File: config.mk
export PLATFORM = sky130hd
export DESIGN_NAME = wide_add_seq
export DESIGN_NICKNAME = d
export VERILOG_FILES = /design/src/rtl/add_seq_pkg.sv /design/src/rtl/cla4_slice.sv /design/src/rtl/wide_add_seq.sv
export SDC_FILE = /design/constraint.sdc
export NUM_CORES = 1
export LEC_CHECK = 0
export CORE_MARGIN = 2
export CORE_UTILIZATION = 40
export DETAILED_ROUTE_END_ITERATION = 6
export SYNTH_ARGS = -nofsm -noshare
export SYNTH_HDL_FRONTEND = slang
export SYNTH_SLANG_ARGS = --single-unit
File: constraint.sdc
create_clock -name clk -period 4.5 [get_ports clk]
set_input_delay 0.675 -clock clk [delete_from_list [all_inputs] [get_ports clk]]
set_output_delay 0.675 -clock clk [all_outputs]
set_load 0.05 [all_outputs]
File: src/rtl/add_seq_pkg.sv
// Shared types and constants for the nibble-serial add/subtract sequencer.
package add_seq_pkg;
  typedef enum logic [1:0] {
    IDLE = 2'd0,
    RUN  = 2'd1,
    DONE = 2'd2
  } state_e;

  localparam int NIBBLE_W = 4;
endpackage

File: src/rtl/cla4_slice.sv
// Combinational 4-bit carry-lookahead slice; c3 is the carry into bit 3 for overflow detection.
module cla4_slice (
  input  logic [3:0] a,
  input  logic [3:0] b,
  input  logic       cin,
  output logic [3:0] sum,
  output logic       cout,
  output logic       c3
);
  logic [3:0] g, p;
  logic       c1, c2;

  assign g = a & b;
  assign p = a | b;

  // Every carry is flattened from g/p and cin; none ripples through an earlier carry.
  assign c1   = g[0] | (p[0] & cin);
  assign c2   = g[1] | (p[1] & g[0]) | (p[1] & p[0] & cin);
  assign c3   = g[2] | (p[2] & g[1]) | (p[2] & p[1] & g[0]) | (p[2] & p[1] & p[0] & cin);
  assign cout = g[3] | (p[3] & g[2]) | (p[3] & p[2] & g[1]) | (p[3] & p[2] & p[1] & g[0])
              | (p[3] & p[2] & p[1] & p[0] & cin);

  assign sum = a ^ b ^ {c3, c2, c1, cin};
endmodule

File: src/rtl/wide_add_seq.sv
// WIDTH-bit add/subtract computed one nibble per cycle through a single registered-carry CLA slice.
module wide_add_seq
  import add_seq_pkg::*;
#(
  parameter int WIDTH = 32
) (
  input  logic             clk,
  input  logic             rst,
  input  logic             in_valid,
  output logic             in_ready,
  input  logic [WIDTH-1:0] a,
  input  logic [WIDTH-1:0] b,
  input  logic             cin,
  input  logic             sub,
  output logic             out_valid,
  input  logic             out_ready,
  output logic [WIDTH-1:0] sum,
  output logic             cout,
  output logic             overflow,
  output logic             busy
);
  localparam int NIB   = WIDTH / NIBBLE_W;
  localparam int IDX_W = $clog2(NIB);

  state_e             state_q, state_d;
  logic [IDX_W-1:0]   idx_q, idx_d;
  logic [WIDTH-1:0]   opa_q, opa_d, opb_q, opb_d, sum_q, sum_d;
  logic               carry_q, carry_d, cout_q, cout_d, ovf_q, ovf_d;

  logic [NIBBLE_W-1:0] sl_a, sl_b, sl_sum;
  logic                sl_cout, sl_c3, last;

  assign sl_a = opa_q[idx_q*NIBBLE_W +: NIBBLE_W];
  assign sl_b = opb_q[idx_q*NIBBLE_W +: NIBBLE_W];
  assign last = (idx_q == IDX_W'(NIB - 1));

  cla4_slice u_slice (
    .a    (sl_a),
    .b    (sl_b),
    .cin  (carry_q),
    .sum  (sl_sum),
    .cout (sl_cout),
    .c3   (sl_c3)
  );

  always_ff @(posedge clk or posedge rst) begin
    if (rst) begin
      state_q <= IDLE;
      idx_q   <= '0;
      opa_q   <= '0;
      opb_q   <= '0;
      sum_q   <= '0;
      carry_q <= 1'b0;
      cout_q  <= 1'b0;
      ovf_q   <= 1'b0;
    end else begin
      state_q <= state_d;
      idx_q   <= idx_d;
      opa_q   <= opa_d;
      opb_q   <= opb_d;
      sum_q   <= sum_d;
      carry_q <= carry_d;
      cout_q  <= cout_d;
      ovf_q   <= ovf_d;
    end
  end

  always_comb begin
    state_d = state_q;
    case (state_q)
      IDLE:    if (in_valid)  state_d = RUN;
      RUN:     if (last)      state_d = DONE;
      DONE:    if (out_ready) state_d = IDLE;
      default:                state_d = IDLE;
    endcase
  end

  always_comb begin
    idx_d   = idx_q;
    opa_d   = opa_q;
    opb_d   = opb_q;
    sum_d   = sum_q;
    carry_d = carry_q;
    cout_d  = cout_q;
    ovf_d   = ovf_q;
    case (state_q)
      IDLE: if (in_valid) begin
        // Subtraction becomes a + ~b + 1 by inverting B and forcing the carry-in.
        opa_d   = a;
        opb_d   = sub ? ~b : b;
        carry_d = sub ? 1'b1 : cin;
        idx_d   = '0;
        sum_d   = '0;
        cout_d  = 1'b0;
        ovf_d   = 1'b0;
      end
      RUN: begin
        sum_d[idx_q*NIBBLE_W +: NIBBLE_W] = sl_sum;
        carry_d = sl_cout;
        idx_d   = idx_q + 1'b1;
        if (last) begin
          idx_d  = '0;
          cout_d = sl_cout;
          ovf_d  = sl_c3 ^ sl_cout;
        end
      end
      default: ;
    endcase
  end

  always_comb begin
    in_ready  = (state_q == IDLE);
    out_valid = (state_q == DONE);
    busy      = (state_q == RUN) || (state_q == DONE);
    sum       = sum_q;
    cout      = cout_q;
    overflow  = ovf_q;
  end
endmodule

* After elaboration in Yosys (flattened, before gate mapping)
Index checks and enable logic that the tools add are counted.
Word-level totals: flip-flop bits (word level) 104, bits of input ports 70, output and inout bits 37, word-level logic and storage cells 78
Cells by class: add/sub/neg operators 2, equality and inequality tests 6, shifts and indexed selects 4, mux-type cells 19, bitwise logic cells 32, reduce and logical (&&, ||, !) cells 7
Operators with widths (number):
- 2-to-1 mux 32 bit | 2
- one-hot mux 32 bit (2 select lines) | 1
- indexed part select 32 x 6 -> 4 bit | 2
- negator 5 -> 34 bit | 1
- variable shift 4 x 34 -> 32 bit, first input constant | 1
- indexed part select 4 x 34 -> 32 bit | 1
- bitwise mux 32 bit | 1
- NOT 32 bit | 1
- bitwise AND 1 bit | 16
- bitwise OR 1 bit | 10
- bitwise XOR 4 bit | 2
- 2-to-1 mux 2 bit | 3
- 2-to-1 mux 3 bit | 2
- one-hot mux 1 bit (2 select lines) | 3
- one-hot mux 2 bit (3 select lines) | 1
- one-hot mux 3 bit (2 select lines) | 1
- AND reduction 3 bit | 2
- 2-to-1 mux 1 bit | 5
- bitwise AND 4 bit | 1
- inequality test 2 bit, second input constant | 2
- bitwise OR 4 bit | 1
- AND reduction 2 bit | 2
- adder 3 x 1 -> 3 bit, second input constant | 1
- equality test 3 bit, second input constant | 1
- 7 further kinds | 7

* Logic depth before layout (Yosys ltp)
Gate-level depths: netlist (run 1).
depth in word-level cells 10, mapped depth 11, mapped depth without buffers 9

* Cells and area by module
Synthesis (run 1) repeated with hierarchy kept, for this count alone.
Second synthesis, totals: cells, all modules 467, area, all modules 5351.4 sq um
Modules (own cells, without submodules):
- wide_add_seq | instances 1, cells an instance 428, area an instance 5042.3 sq um
- cla4_slice | instances 1, cells an instance 39, area an instance 309.0 sq um

* Least setup slack after synthesis (run 1)
No wires, ideal clock.
path type reg-to-reg, start register idx_q[0], end register sum_q[31], in the netlist sum[31], setup time 0.141 ns, data arrival time 2.474 ns, slack 1.884 ns, stages on the path, launching flop included 11, path buffers 2, period minus slack after synthesis 2.616 ns, cells stage by stage dfrtp_1 -> buf_6 -> buf_6 -> mux4_2 -> nand2_1 -> and2_1 -> inv_1 -> ha_1 -> or2_2 -> o221ai_1 -> o2bb2ai_1
On the way: longest elaborated chain between the ends 10, elaborated cells on any way between the ends 26, those cells by class add/sub (1); shift (4); mux (2); bitwise (19)
RTL lines:
- start: declaration | line wide_add_seq.sv:26 | logic [IDX_W-1:0] idx_q, idx_d;
- start signal: assignment | line wide_add_seq.sv:58 | idx_q <= idx_d;
- indexed part select 32 x 6 -> 4 bit (on tied branches) | line wide_add_seq.sv:33, wide_add_seq.sv:34
- bitwise OR 4 bit or bitwise AND 4 bit (tied branches) | line cla4_slice.sv:14, cla4_slice.sv:13
- bitwise AND 1 bit | line cla4_slice.sv:19 | assign c3 = g[2] | (p[2] & g[1]) | (p[2] & p[1] & g[0]) | (p[2] & p[1] & p[0] & cin);
- bitwise OR 1 bit or bitwise AND 1 bit (tied branches) (2 in series) | line cla4_slice.sv:19
- bitwise OR 1 bit | line cla4_slice.sv:19
- bitwise XOR 4 bit | line cla4_slice.sv:23 | assign sum = a ^ b ^ {c3, c2, c1, cin};
- indexed part select 4 x 34 -> 32 bit | line wide_add_seq.sv:98 | sum_d[idx_q*NIBBLE_W +: NIBBLE_W] = sl_sum;
- bitwise mux 32 bit * | line wide_add_seq.sv:98
- one-hot mux 32 bit (2 select lines) * | line wide_add_seq.sv:86 | case (state_q)
- end signal: assignment | line wide_add_seq.sv:61 | sum_q <= sum_d;
- end: declaration | line wide_add_seq.sv:27 | logic [WIDTH-1:0] opa_q, opa_d, opb_q, opb_d, sum_q, sum_d;
Every way passes the cells marked *; elsewhere a longest branch is shown, timed or not. A chain may end at the register's enable or synchronous reset.

* Worst setup path after layout (run 1)
Ends and elaborated chain as after synthesis.

==> results of run 1 <==
## per-layer routing
metal	GRT usage	vias to the layer above	routed length (um)
li1	-	1824	-
met1	0.226	1797	5180
met2	0.272	88	5430
met3	0.0259	14	445
met4	0.0647	0	170
met5	0	-	0
## cell families (layout without fill, tap and decap cells)
kind of cell | count (synthesis) | after routing | synth area share
multiplexers | 48 | 48 | 0.136
buffers and inverters | 45 | 147 | 0.0403
AO/OA/AOI/OAI | 93 | 93 | 0.116
XOR/XNOR | 36 | 36 | 0.0594
flip-flops | 104 | 104 | 0.490
AND/OR/NAND/NOR | 115 | 115 | 0.110
adder cells (fa/ha/maj) | 20 | 20 | 0.0485
## per-stage QoR
stage / hold WS [ps] / setup slack (ps) / instance area [um2] / utilization
finish: 481 / 1070 / 6760 / 0.517
floorplan: 445 / 1090 / 5310 / -
global placement: 460 / 1050 / 6490 / 0.496
detailed placement: 471 / 970 / 6490 / 0.496
global route: 503 / 731 / 6760 / 0.517
CTS: 487 / 948 / 6760 / 0.517
## worst max path at each step
stage                         start             endpoint  slack [ps]  cells after the start
2_1_floorplan                   rst  carry_q$_DFFE_PP0P_        1090                      1
3_3_place_gp   idx_q[0]$_DFFE_PP0P_  sum[31]$_DFFE_PP0P_        1050                      8
3_5_place_dp   idx_q[0]$_DFFE_PP0P_  sum[31]$_DFFE_PP0P_         970                      8
4_1_cts        idx_q[0]$_DFFE_PP0P_  sum[31]$_DFFE_PP0P_         950                      8
5_1_grt        idx_q[0]$_DFFE_PP0P_  sum[31]$_DFFE_PP0P_         730                      9
6_report       idx_q[0]$_DFFE_PP0P_  sum[31]$_DFFE_PP0P_        1070                      8
## layout make-up
cell class                 count  area [um2]  share of cell area
tap                          176         220              0.0326
timing repair buffer         110        1090               0.161
clock buffer                   9         225              0.0333
inverter                      21        81.3              0.0120
sequential                   104        2600               0.385
multi-input combinational    312        2500               0.370
clock inverter                 7        48.8             0.00721
## flip-flops by register name, summed over array words and instances (netlist names)
signal    count
carry_q       1
cout          1
idx_q         3
opa_q        32
opb_q        32
overflow      1
state_q       2
sum          32
## cells in the final DEF, fill, tap and decap left out, drive strengths merged, types with 2 or more instances in the layout
| master | instances |
|---|---|
| a21o | 2 |
| a21oi | 6 |
| a22o | 18 |
| and2 | 8 |
| buf | 5 |
| clkbuf | 9 |
| clkdlybuf4s50 | 105 |
| clkinv | 7 |
| dfrtp | 104 |
| ha | 19 |
| inv | 20 |
| mux2 | 32 |
| mux4 | 16 |
| nand2 | 59 |
| nand2b | 5 |
| nand3 | 6 |
| nor2 | 9 |
| nor2b | 4 |
| nor3 | 3 |
| nor3b | 3 |
| nor4 | 4 |
| o21ai | 45 |
| o22ai | 4 |
| o2bb2ai | 10 |
| or2 | 3 |
| or3 | 3 |
| or4 | 5 |
| xnor2 | 34 |
| xor2 | 2 |
## power breakdown
part / internal, mW / total, mW / switching (mW) / leakage [nW]
Clock: 0.375 / 0.728 / 0.353 / 0.135
Sequential: 1.27 / 1.52 / 0.247 / 1.32
Combinational: 1.01 / 2.43 / 1.41 / 1.36
Total: 2.66 / 4.67 / 2.01 / 2.81
## critical path: cells and delay by family (launching register included)
kind,cells,cell delay [ps]
AOI/OAI and AO/OA,2,750
DFF,1,1100
buffers and inverters,1,50
muxes,1,620
and+or+nand+nor,3,530
adders and majority gates,1,240
==> results by group, run 1 <==
Floorplan
  – CORE AREA: 0.0131 mm2
  – Row cnt: 42
  – Num ports: 107
  – Die width: 119 um
  – DIE HEIGHT: 119 um
  – Starting density of the core: 0.406
  – Die area: 0.0142 mm2

CTS
  – Skew-Pair Late Insertion Delay: 350 ps
  – Root Driver: clkbuf_16
  – CTS clock-pin slew for the worst setup and hold paths: 70 ps
  – TritonCTS clock tree: done
  – Inserted Clock Buffers: 9
  – Number of setup buffers added after CTS: 0
  – CTS resizes: 0
  – Clk sink count: 104
  – H-tree Lvls: 3
  – Clk buf depth: 2
  – # hold bufs at CTS: 0

Synthesis
  – Sequential element share of the synthesized area: 0.490
  – Most frequent cell after synthesis: dfrtp_1
  – Main synth FF type: dfrtp_1
  – Leading area contributor after synthesis: dfrtp_1
  – Post-synth ARST share: 1.00
  – Avg Inst Size Synth: 11.5 um2
  – Syn. warnings: 0
  – Yosys top cell area share: 0.490
  – Synthesized Nets: 551
  – Dominant cells by area after synthesis: dfrtp_1 (49%), mux2_2 (6.8%), mux4_2 (6.8%), xnor2_1 (5.6%), ha_1 (4.5%)
  – Post-synthesis cell type count: 48
  – Seq cells post-synth: 104
  – Synth Instances: 461
  – Number of flops mapped to enable cells by yosys: 0
  – Synth top cells by count: dfrtp_1 (104), nand2_1 (57), o21ai_0 (44)
  – Mapped Area: 0.00531 mm2

Critical path
  – Worst flop-to-flop path endpoint: sum[31]$_DFFE_PP0P_
  – R2R Setup Slk: 1070 ps
  – RR Startpoint: idx_q[0]$_DFFE_PP0P_
  – Slowest stage cell, crit path: dfrtp_1
  – Worst EP required: 4710 ps
  – Crit path DAT: 3640 ps
  – Startpoint types: register
  – Worst r2r path cells: 8
  – WS Path Type: reg2reg
  – Critical path cell sequence: mux4_2, nand2_1, and2_1, inv_1, ha_1, or2_2, o221ai_1, o2bb2ai_1
  – Type of destination of the critical path: register
  – Crit path max fanout: 20
  – Critical path's largest stage delay: 1100 ps

Global route
  – Vias in the first global route: 3845
  – Total GRT Usage: 0.167
  – Grt ovf: 0
  – Global-route wire length before repair: 18900 um
  – Pin count of the biggest net entering global routing: 80
  – Initial antenna violation count: 0

Pwr
  – LEAKAGE: 2.81 nW
  – PwrDens: 690 mW/mm2
  – Worst vdd ir: 439 uV
  – Overall Power: 4.67 mW

Placement
  – Post-DP HPWL: 8370 um
  – IO Port Bufs: 106
  – RD Place Congestion: 0.776
  – Inst Count DP: 723

Timing
  – RSZ-0062 raised after global routing: no
  – Least-Margin Pin Slew: 1140 ps
  – Setup total negative slack: 0 ps
  – Final Setup Violations: 0
  – Max-slew violations: 0
  – Final hold violation count: 0
  – Fin crit share: 0.763
  – Skew final: 8.97 ps
  – Max Clock Freq: 291 MHz
  – Rel. slew slack: 0.241
  – Final Critical Period: 3430 ps

Run
  – Max cap viols: 0

Final layout
  – Proportion of layout cells with a drive suffix above 1: 0.142
  – Fin nets: 648
  – Area growth from synthesis to layout: 27.3%
  – Antenna Diode Count: 0
  – FILL cells: 1165
  – Post-route insts no fill: 739

Routing
  – DR vias: 3723
  – Pre-antenna DRT Iters: 4
  – Routed Antenna Nets: 0
  – WL/cell: 15.2 um
  – Final WL: 11200 um
  – DR vias/cell: 5.04
  – DR iter-0 viols: 117
  – DRC Markers: 0

Hold path
  – Hold Path Origin: opb_q[23]$_DFFE_PP0P_
  – Worst Hold End: opb_q[23]$_DFFE_PP0P_
  – Hold Path Depth: 2
  – HP Class: reg2reg

Run status
  – Status: finished clean
(Power assumes the default switching activity.)
==> run 2: changes to the inputs <==
Clock period 4.5 ns to 3.5 ns, I/O delays scaled along.
==> run 2 against run 1 <==
Die area is the same. Sequential cell count did not move. Power increased by 32%. Highest routed layer unchanged. Count of clock-buffer cells in the layout unchanged. Design area is 0.76% higher. Clock skew fell by 3.7 ps. Largest power group unchanged. Largest cell class unchanged.
==> results by group, run 2 (same netlist as run 1, synthesis figures left out) <==
Timing
  – Skew final: 5.31 ps (was 8.97 ps)
  – Hold Slack: 478 ps (was 481 ps)
  – Fin crit share: 0.813 (was 0.763)
  – Final Setup Violations: 0 (unchanged)
  – Least-Margin Pin Slew: 864 ps (was 1140 ps)
  – Setup total negative slack: 0 ps (unchanged)
  – Final hold violation count: 0 (unchanged)
  – RSZ-0062 raised after global routing: no (unchanged)
  – Final Critical Period: 2850 ps (was 3430 ps)
  – Max-slew violations: 0 (unchanged)
  – Rel. slew slack: 0.424 (was 0.241)
  – Max Clock Freq: 351 MHz (was 291 MHz)

CTS
  – H-tree Lvls: 3 (unchanged)
  – Clk sink count: 104 (unchanged)
  – Root Driver: clkbuf_16 (unchanged)
  – TritonCTS clock tree: done (unchanged)
  – Skew-Pair Late Insertion Delay: 340 ps (was 350 ps)
  – Number of setup buffers added after CTS: 0 (unchanged)
  – CTS resizes: 0 (unchanged)
  – # hold bufs at CTS: 0 (unchanged)
  – Clk buf depth: 2 (unchanged)
  – Inserted Clock Buffers: 9 (unchanged)
  – CTS clock-pin slew for the worst setup and hold paths: 70 ps (about the same)

Routing
  – DR vias: 3734 (was 3723)
  – Pre-antenna DRT Iters: 5 (was 4)
  – DR vias/cell: 5.04 (about the same)
  – Routed Antenna Nets: 0 (unchanged)
  – WL/cell: 15.5 um (was 15.2 um)
  – DRC Markers: 0 (unchanged)
  – Final WL: 11500 um (was 11200 um)
  – DR iter-0 viols: 212 (was 117)

Final layout
  – Commonest cells after routing, fill and taps aside: clkdlybuf4s50_1 (105), dfrtp_1 (104), nand2_1 (57), o21ai_0 (44), xnor2_1 (34) (unchanged)
  – Post-route insts no fill: 741 (was 739)
  – FILL cells: 1128 (was 1165)
  – Most common cell after layout, fill and taps aside: clkdlybuf4s50_1 (unchanged)
  – Antenna Diode Count: 0 (unchanged)
  – Finished Core Util: 0.521 (was 0.517)
  – Area growth from synthesis to layout: 28.3% (was 27.3%)
  – Proportion of layout cells with a drive suffix above 1: 0.145 (was 0.142)
  – Fin nets: 650 (was 648)

Critical path
  – Worst r2r path cells: 10 (was 8)
  – Type of destination of the critical path: register (unchanged)
  – WS Path Type: reg2reg (unchanged)
  – Worst EP required: 3780 ps (was 4710 ps)
  – R2R Setup Slk: 650 ps (was 1070 ps)
  – Startpoint types: register (unchanged)
  – Worst flop-to-flop path endpoint: sum[30]$_DFFE_PP0P_ (was sum[31]$_DFFE_PP0P_)
  – Crit path max fanout: 16 (was 20)
  – Critical path's largest stage delay: 570 ps (was 1100 ps)
  – Crit path DAT: 3130 ps (was 3640 ps)
  – Critical Path Sink: sum[30]$_DFFE_PP0P_ (was sum[31]$_DFFE_PP0P_)
  – RR Startpoint: idx_q[1]$_DFFE_PP0P_ (was idx_q[0]$_DFFE_PP0P_)
  – Slowest stage cell, crit path: dfrtp_1 (unchanged)
  – Launch point of the worst path: idx_q[1]$_DFFE_PP0P_ (was idx_q[0]$_DFFE_PP0P_)
  – Critical path cell sequence: buf_4, mux4_2, nand2_1, and2_1, inv_1, ha_1, nor2b_1, a21oi_1, xor2_1, a22o_1 (was mux4_2, nand2_1, and2_1, inv_1, ha_1, or2_2, o221ai_1, o2bb2ai_1)

Placement
  – Post-DP HPWL: 8570 um (was 8370 um)
  – Inst Count DP: 725 (was 723)
  – RD Place Congestion: 0.808 (was 0.776)
  – IO Port Bufs: 106 (unchanged)

Floorplan
  – DIE HEIGHT: 119 um (unchanged)
  – CORE AREA: 0.0131 mm2 (unchanged)
  – Die width: 119 um (unchanged)
  – Row cnt: 42 (unchanged)
  – Die area: 0.0142 mm2 (unchanged)
  – Num ports: 107 (unchanged)
  – Starting density of the core: 0.406 (unchanged)

Pwr
  – Sequential share of power: 0.310 (was 0.324)
  – PwrDens: 905 mW/mm2 (was 690 mW/mm2)
  – Switch share: 0.426 (was 0.431)
  – LEAKAGE: 2.83 nW (was 2.81 nW)
  – Internal: 3.54 mW (was 2.66 mW)
  – Clk pwr share: 0.163 (was 0.156)
  – Overall Power: 6.17 mW (was 4.67 mW)
  – Logic pwr share: 0.527 (was 0.520)
  – Worst vdd ir: 604 uV (was 439 uV)
  – Net Sw Power: 2.63 mW (was 2.01 mW)

Hold path
  – HP Class: reg2reg (unchanged)

Global route
  – Total GRT Usage: 0.169 (was 0.167)
  – Initial antenna violation count: 0 (unchanged)
  – Pin count of the biggest net entering global routing: 60 (was 80)
  – Global-route wire length before repair: 19200 um (was 18900 um)
  – Vias in the first global route: 3862 (was 3845)
  – Grt ovf: 0 (unchanged)

Run
  – Max cap viols: 0 (unchanged)

Run status
  – Status: finished clean (unchanged)
-- run 2: changes by cell type in the layout (fill, tap and decap cells not counted), sizes merged --
cell,before,now
clkinvlp,1,2
clkinv,7,5
bufinv,0,1
buf,5,7
-- run 2: critical path: cells and delay by family, from the launching register on --
family	cells	cell delay, ps
AOI/OAI and AO/OA	2	320
xor gates and xnor gates	1	500
adders and majority gates	1	210
buffers and inverters	2	380
DFF	1	570
muxes	1	340
and+or+nand+nor	3	460
-- run 2: cell type report --
type | count | area (um2) | area share
timing repair buffer | 112 | 1110 | 0.163
sequential | 104 | 2600 | 0.382
clock buffer | 9 | 225 | 0.0330
inverter | 21 | 81.3 | 0.0119
tap | 176 | 220 | 0.0323
multi-input combinational | 312 | 2500 | 0.367
clock inverter | 7 | 72.6 | 0.0106
-- run 2: worst min path at each step --
stage	from	to	slack [ps]	cells after the start
2_1_floorplan	opb_q[10]$_DFFE_PP0P_	opb_q[10]$_DFFE_PP0P_	440	2
3_3_place_gp	opb_q[13]$_DFFE_PP0P_	opb_q[13]$_DFFE_PP0P_	460	2
3_5_place_dp	opb_q[14]$_DFFE_PP0P_	opb_q[14]$_DFFE_PP0P_	470	2
4_1_cts	opb_q[14]$_DFFE_PP0P_	opb_q[14]$_DFFE_PP0P_	490	2
5_1_grt	opb_q[11]$_DFFE_PP0P_	opb_q[11]$_DFFE_PP0P_	510	2
6_report	opb_q[14]$_DFFE_PP0P_	opb_q[14]$_DFFE_PP0P_	480	2
-- run 2: power groups by stage --
stage	Clock, mW	Combinational (mW)	Sequential (mW)
3_5_place_dp	0	3.25	1.94
5_1_grt	1.07	3.59	1.96
2_1_floorplan	0	2.33	1.94
4_1_cts	1.02	3.27	1.92
3_3_place_gp	0	3.20	1.93
6_report	1.01	3.25	1.91
-- run 2: per-stage QoR --
stage          setup slack (ps)  area, um2
2_1_floorplan               243       5310
4_1_cts                     612       6820
6_report                    654       6820
5_1_grt                     422       6820
3_5_place_dp                647       6520
3_3_place_gp                676       6520
-- run 2: layer usage --
metal  part of all wire  vias to the layer above  global-route usage
met5                  0                        -                   0
met4              0.016                        0              0.0610
met3              0.036                       14              0.0235
met2               0.48                       87               0.273
met1               0.46                     1805               0.233
li1                   -                     1828                   -
==> run 3: changes to the inputs <==
Clock period 3.5 ns to 2.8 ns, I/O delays scaled along.
==> run 3 against run 2 <==
Routed wire length rose by 2.7%. Design area rose by 1.6%. Critical path depth unchanged. Register-to-register slack worse by 410 ps. First-iteration DRC count down 20%. Combinational power is 30% higher. Clock power increased by 39%. Critical path type unchanged. Largest cell class unchanged.
==> results by group, run 3 (same netlist as run 1, synthesis figures left out) <==
Run status
  – Status: finished clean (unchanged)

Pwr
  – PwrDens: 1160 mW/mm2 (was 905 mW/mm2)
  – LEAKAGE: 2.88 nW (was 2.83 nW)
  – Worst vdd ir: 763 uV (was 604 uV)

Timing
  – Skew final: 9.17 ps (was 5.31 ps)
  – Final Critical Period: 2550 ps (was 2850 ps)
  – Final hold violation count: 0 (unchanged)
  – Max-slew violations: 0 (unchanged)
  – Final worst setup slack: 245 ps (was 654 ps)
  – Setup total negative slack: 0 ps (unchanged)
  – Least-Margin Pin Slew: 863 ps (was 864 ps)
  – Final Setup Violations: 0 (unchanged)
  – Max Clock Freq: 391 MHz (was 351 MHz)
  – Fin crit share: 0.912 (was 0.813)
  – Rel. slew slack: 0.424 (about the same)
  – RSZ-0062 raised after global routing: no (unchanged)

Hold path
  – Hold Path Depth: 2 (unchanged)
  – Hold Path Origin: opb_q[17]$_DFFE_PP0P_ (was opb_q[14]$_DFFE_PP0P_)
  – Worst Hold End: opb_q[17]$_DFFE_PP0P_ (was opb_q[14]$_DFFE_PP0P_)
  – HP Class: reg2reg (unchanged)

CTS
  – Number of setup buffers added after CTS: 0 (unchanged)
  – CTS clock-pin slew for the worst setup and hold paths: 70 ps (about the same)
  – Inserted Clock Buffers: 9 (unchanged)
  – # hold bufs at CTS: 0 (unchanged)
  – Root Driver: clkbuf_16 (unchanged)
  – Clk sink count: 104 (unchanged)
  – H-tree Lvls: 3 (unchanged)
  – TritonCTS clock tree: done (unchanged)
  – Skew-Pair Late Insertion Delay: 350 ps (was 340 ps)
  – Clk buf depth: 2 (unchanged)

Critical path
  – Worst r2r path cells: 10 (unchanged)
  – Crit path max fanout: 27 (was 16)
  – WS Path Type: reg2reg (unchanged)
  – RR Startpoint: idx_q[0]$_DFFE_PP0P_ (was idx_q[1]$_DFFE_PP0P_)
  – Worst flop-to-flop path endpoint: sum[11]$_DFFE_PP0P_ (was sum[30]$_DFFE_PP0P_)
  – R2R Setup Slk: 250 ps (was 650 ps)
  – Type of destination of the critical path: register (unchanged)
  – Worst EP required: 3020 ps (was 3780 ps)
  – Crit path DAT: 2770 ps (was 3130 ps)
  – Startpoint types: register (unchanged)

Final layout
  – Area growth from synthesis to layout: 30.4% (was 28.3%)
  – Proportion of layout cells with a drive suffix above 1: 0.156 (was 0.145)
  – Antenna Diode Count: 0 (unchanged)
  – Most common cell after layout, fill and taps aside: clkdlybuf4s50_1 (unchanged)
  – Commonest cells after routing, fill and taps aside: clkdlybuf4s50_1 (105), dfrtp_1 (103), nand2_1 (57), o21ai_0 (44), xnor2_1 (34) (was clkdlybuf4s50_1 (105), dfrtp_1 (104), nand2_1 (57), o21ai_0 (44), xnor2_1 (34))
  – Post-route insts no fill: 745 (was 741)
  – Fin nets: 654 (was 650)
  – FILL cells: 1186 (was 1128)

Routing
  – Routed Antenna Nets: 0 (unchanged)
  – DR vias: 3813 (was 3734)
  – DRC Markers: 0 (unchanged)
  – DR vias/cell: 5.12 (was 5.04)
  – DR iter-0 viols: 169 (was 212)
  – Pre-antenna DRT Iters: 4 (was 5)
  – Final WL: 11800 um (was 11500 um)
  – WL/cell: 15.8 um (was 15.5 um)

Placement
  – RD Place Congestion: 0.847 (was 0.808)
  – IO Port Bufs: 106 (unchanged)
  – Post-DP HPWL: 8810 um (was 8570 um)
  – Inst Count DP: 729 (was 725)
  – Pre-CTS setup slack: 4.01 ps (was 647 ps)

Global route
  – Grt ovf: 0 (unchanged)
  – Vias in the first global route: 3863 (was 3862)
  – Global-route wire length before repair: 19800 um (was 19200 um)
  – Pin count of the biggest net entering global routing: 105 (was 60)
  – Total GRT Usage: 0.176 (was 0.169)
  – Initial antenna violation count: 0 (unchanged)

Floorplan
  – Die area: 0.0142 mm2 (unchanged)
  – Num ports: 107 (unchanged)
  – Die width: 119 um (unchanged)
  – DIE HEIGHT: 119 um (unchanged)
  – Row cnt: 42 (unchanged)
  – Starting density of the core: 0.406 (unchanged)
  – CORE AREA: 0.0131 mm2 (unchanged)

Run
  – Max cap viols: 0 (unchanged)
==> run 3: cell count changes in the layout (fill, tap and decap cells not counted), sizes merged <==
cell,before,now
clkinvlp,2,1
clkinv,5,3
bufinv,1,2
inv,20,22
buf,7,11
==> run 3: worst max-delay path by stage <==
| stage | start | endpoint | cells after the start |
|---|---|---|---|
| 5_1_grt | idx_q[0]$_DFFE_PP0P_ | sum[30]$_DFFE_PP0P_ | 10 |
| 2_1_floorplan | idx_q[0]$_DFFE_PP0P_ | sum[31]$_DFFE_PP0P_ | 10 |
| 6_report | idx_q[0]$_DFFE_PP0P_ | sum[11]$_DFFE_PP0P_ | 10 |
| 3_3_place_gp | idx_q[1]$_DFFE_PP0P_ | sum[14]$_DFFE_PP0P_ | 10 |
| 3_5_place_dp | idx_q[1]$_DFFE_PP0P_ | sum[14]$_DFFE_PP0P_ | 10 |
| 4_1_cts | idx_q[1]$_DFFE_PP0P_ | sum[21]$_DFFE_PP0P_ | 8 |
==> run 3: critical path, cell delays in order, from the launching register on <==
cell and delay [ps]:
dfrtp_1 370, buf_12 220, mux4_2 530, nand2_1 90, and2_1 160, inv_1 50, ha_1 240, or2_2 300
o221ai_1 160, buf_4 200, o22ai_1 80
==> run 3: area by class of cell <==
class	count	area (um2)	share of cell area
clock buffers	9	225	0.0325
clock inverters	7	111	0.0161
inverters	21	82.6	0.0119
multi-input cells	312	2510	0.363
flip-flops and latches	104	2600	0.376
well taps	176	220	0.0318
repair buffers	116	1170	0.169
==> run 3: timing repair <==
action / in CTS / in global routing
cloned: 0 / 0
setup endpoints to repair: 3 / 30
resized for setup: 1 / 2
==> run 3: through the flow <==
stage	hold WS [ps]	power [mW]	util	instance area, um2
global route	512	8.62	0.529	6930
finish	484	8.01	0.529	6930
detailed placement	474	6.65	0.502	6570
floorplan	445	5.34	-	5320
global placement	457	6.53	0.502	6570
CTS	490	8.08	0.529	6920
==> run 3: power by group <==
group	internal (mW)	switching [mW]
registers	2.04	0.358
logic	1.79	2.41
clock network	0.806	0.597
total	4.64	3.37
==> run 3: layer usage <==
metal	share of wire	GRT usage	up-vias	routed length, um
li1	-	-	1839	-
met1	0.46	0.238	1882	5400
met2	0.49	0.287	79	5800
met3	0.038	0.0354	13	449
met4	0.013	0.0551	0	157
met5	0	0	-	0
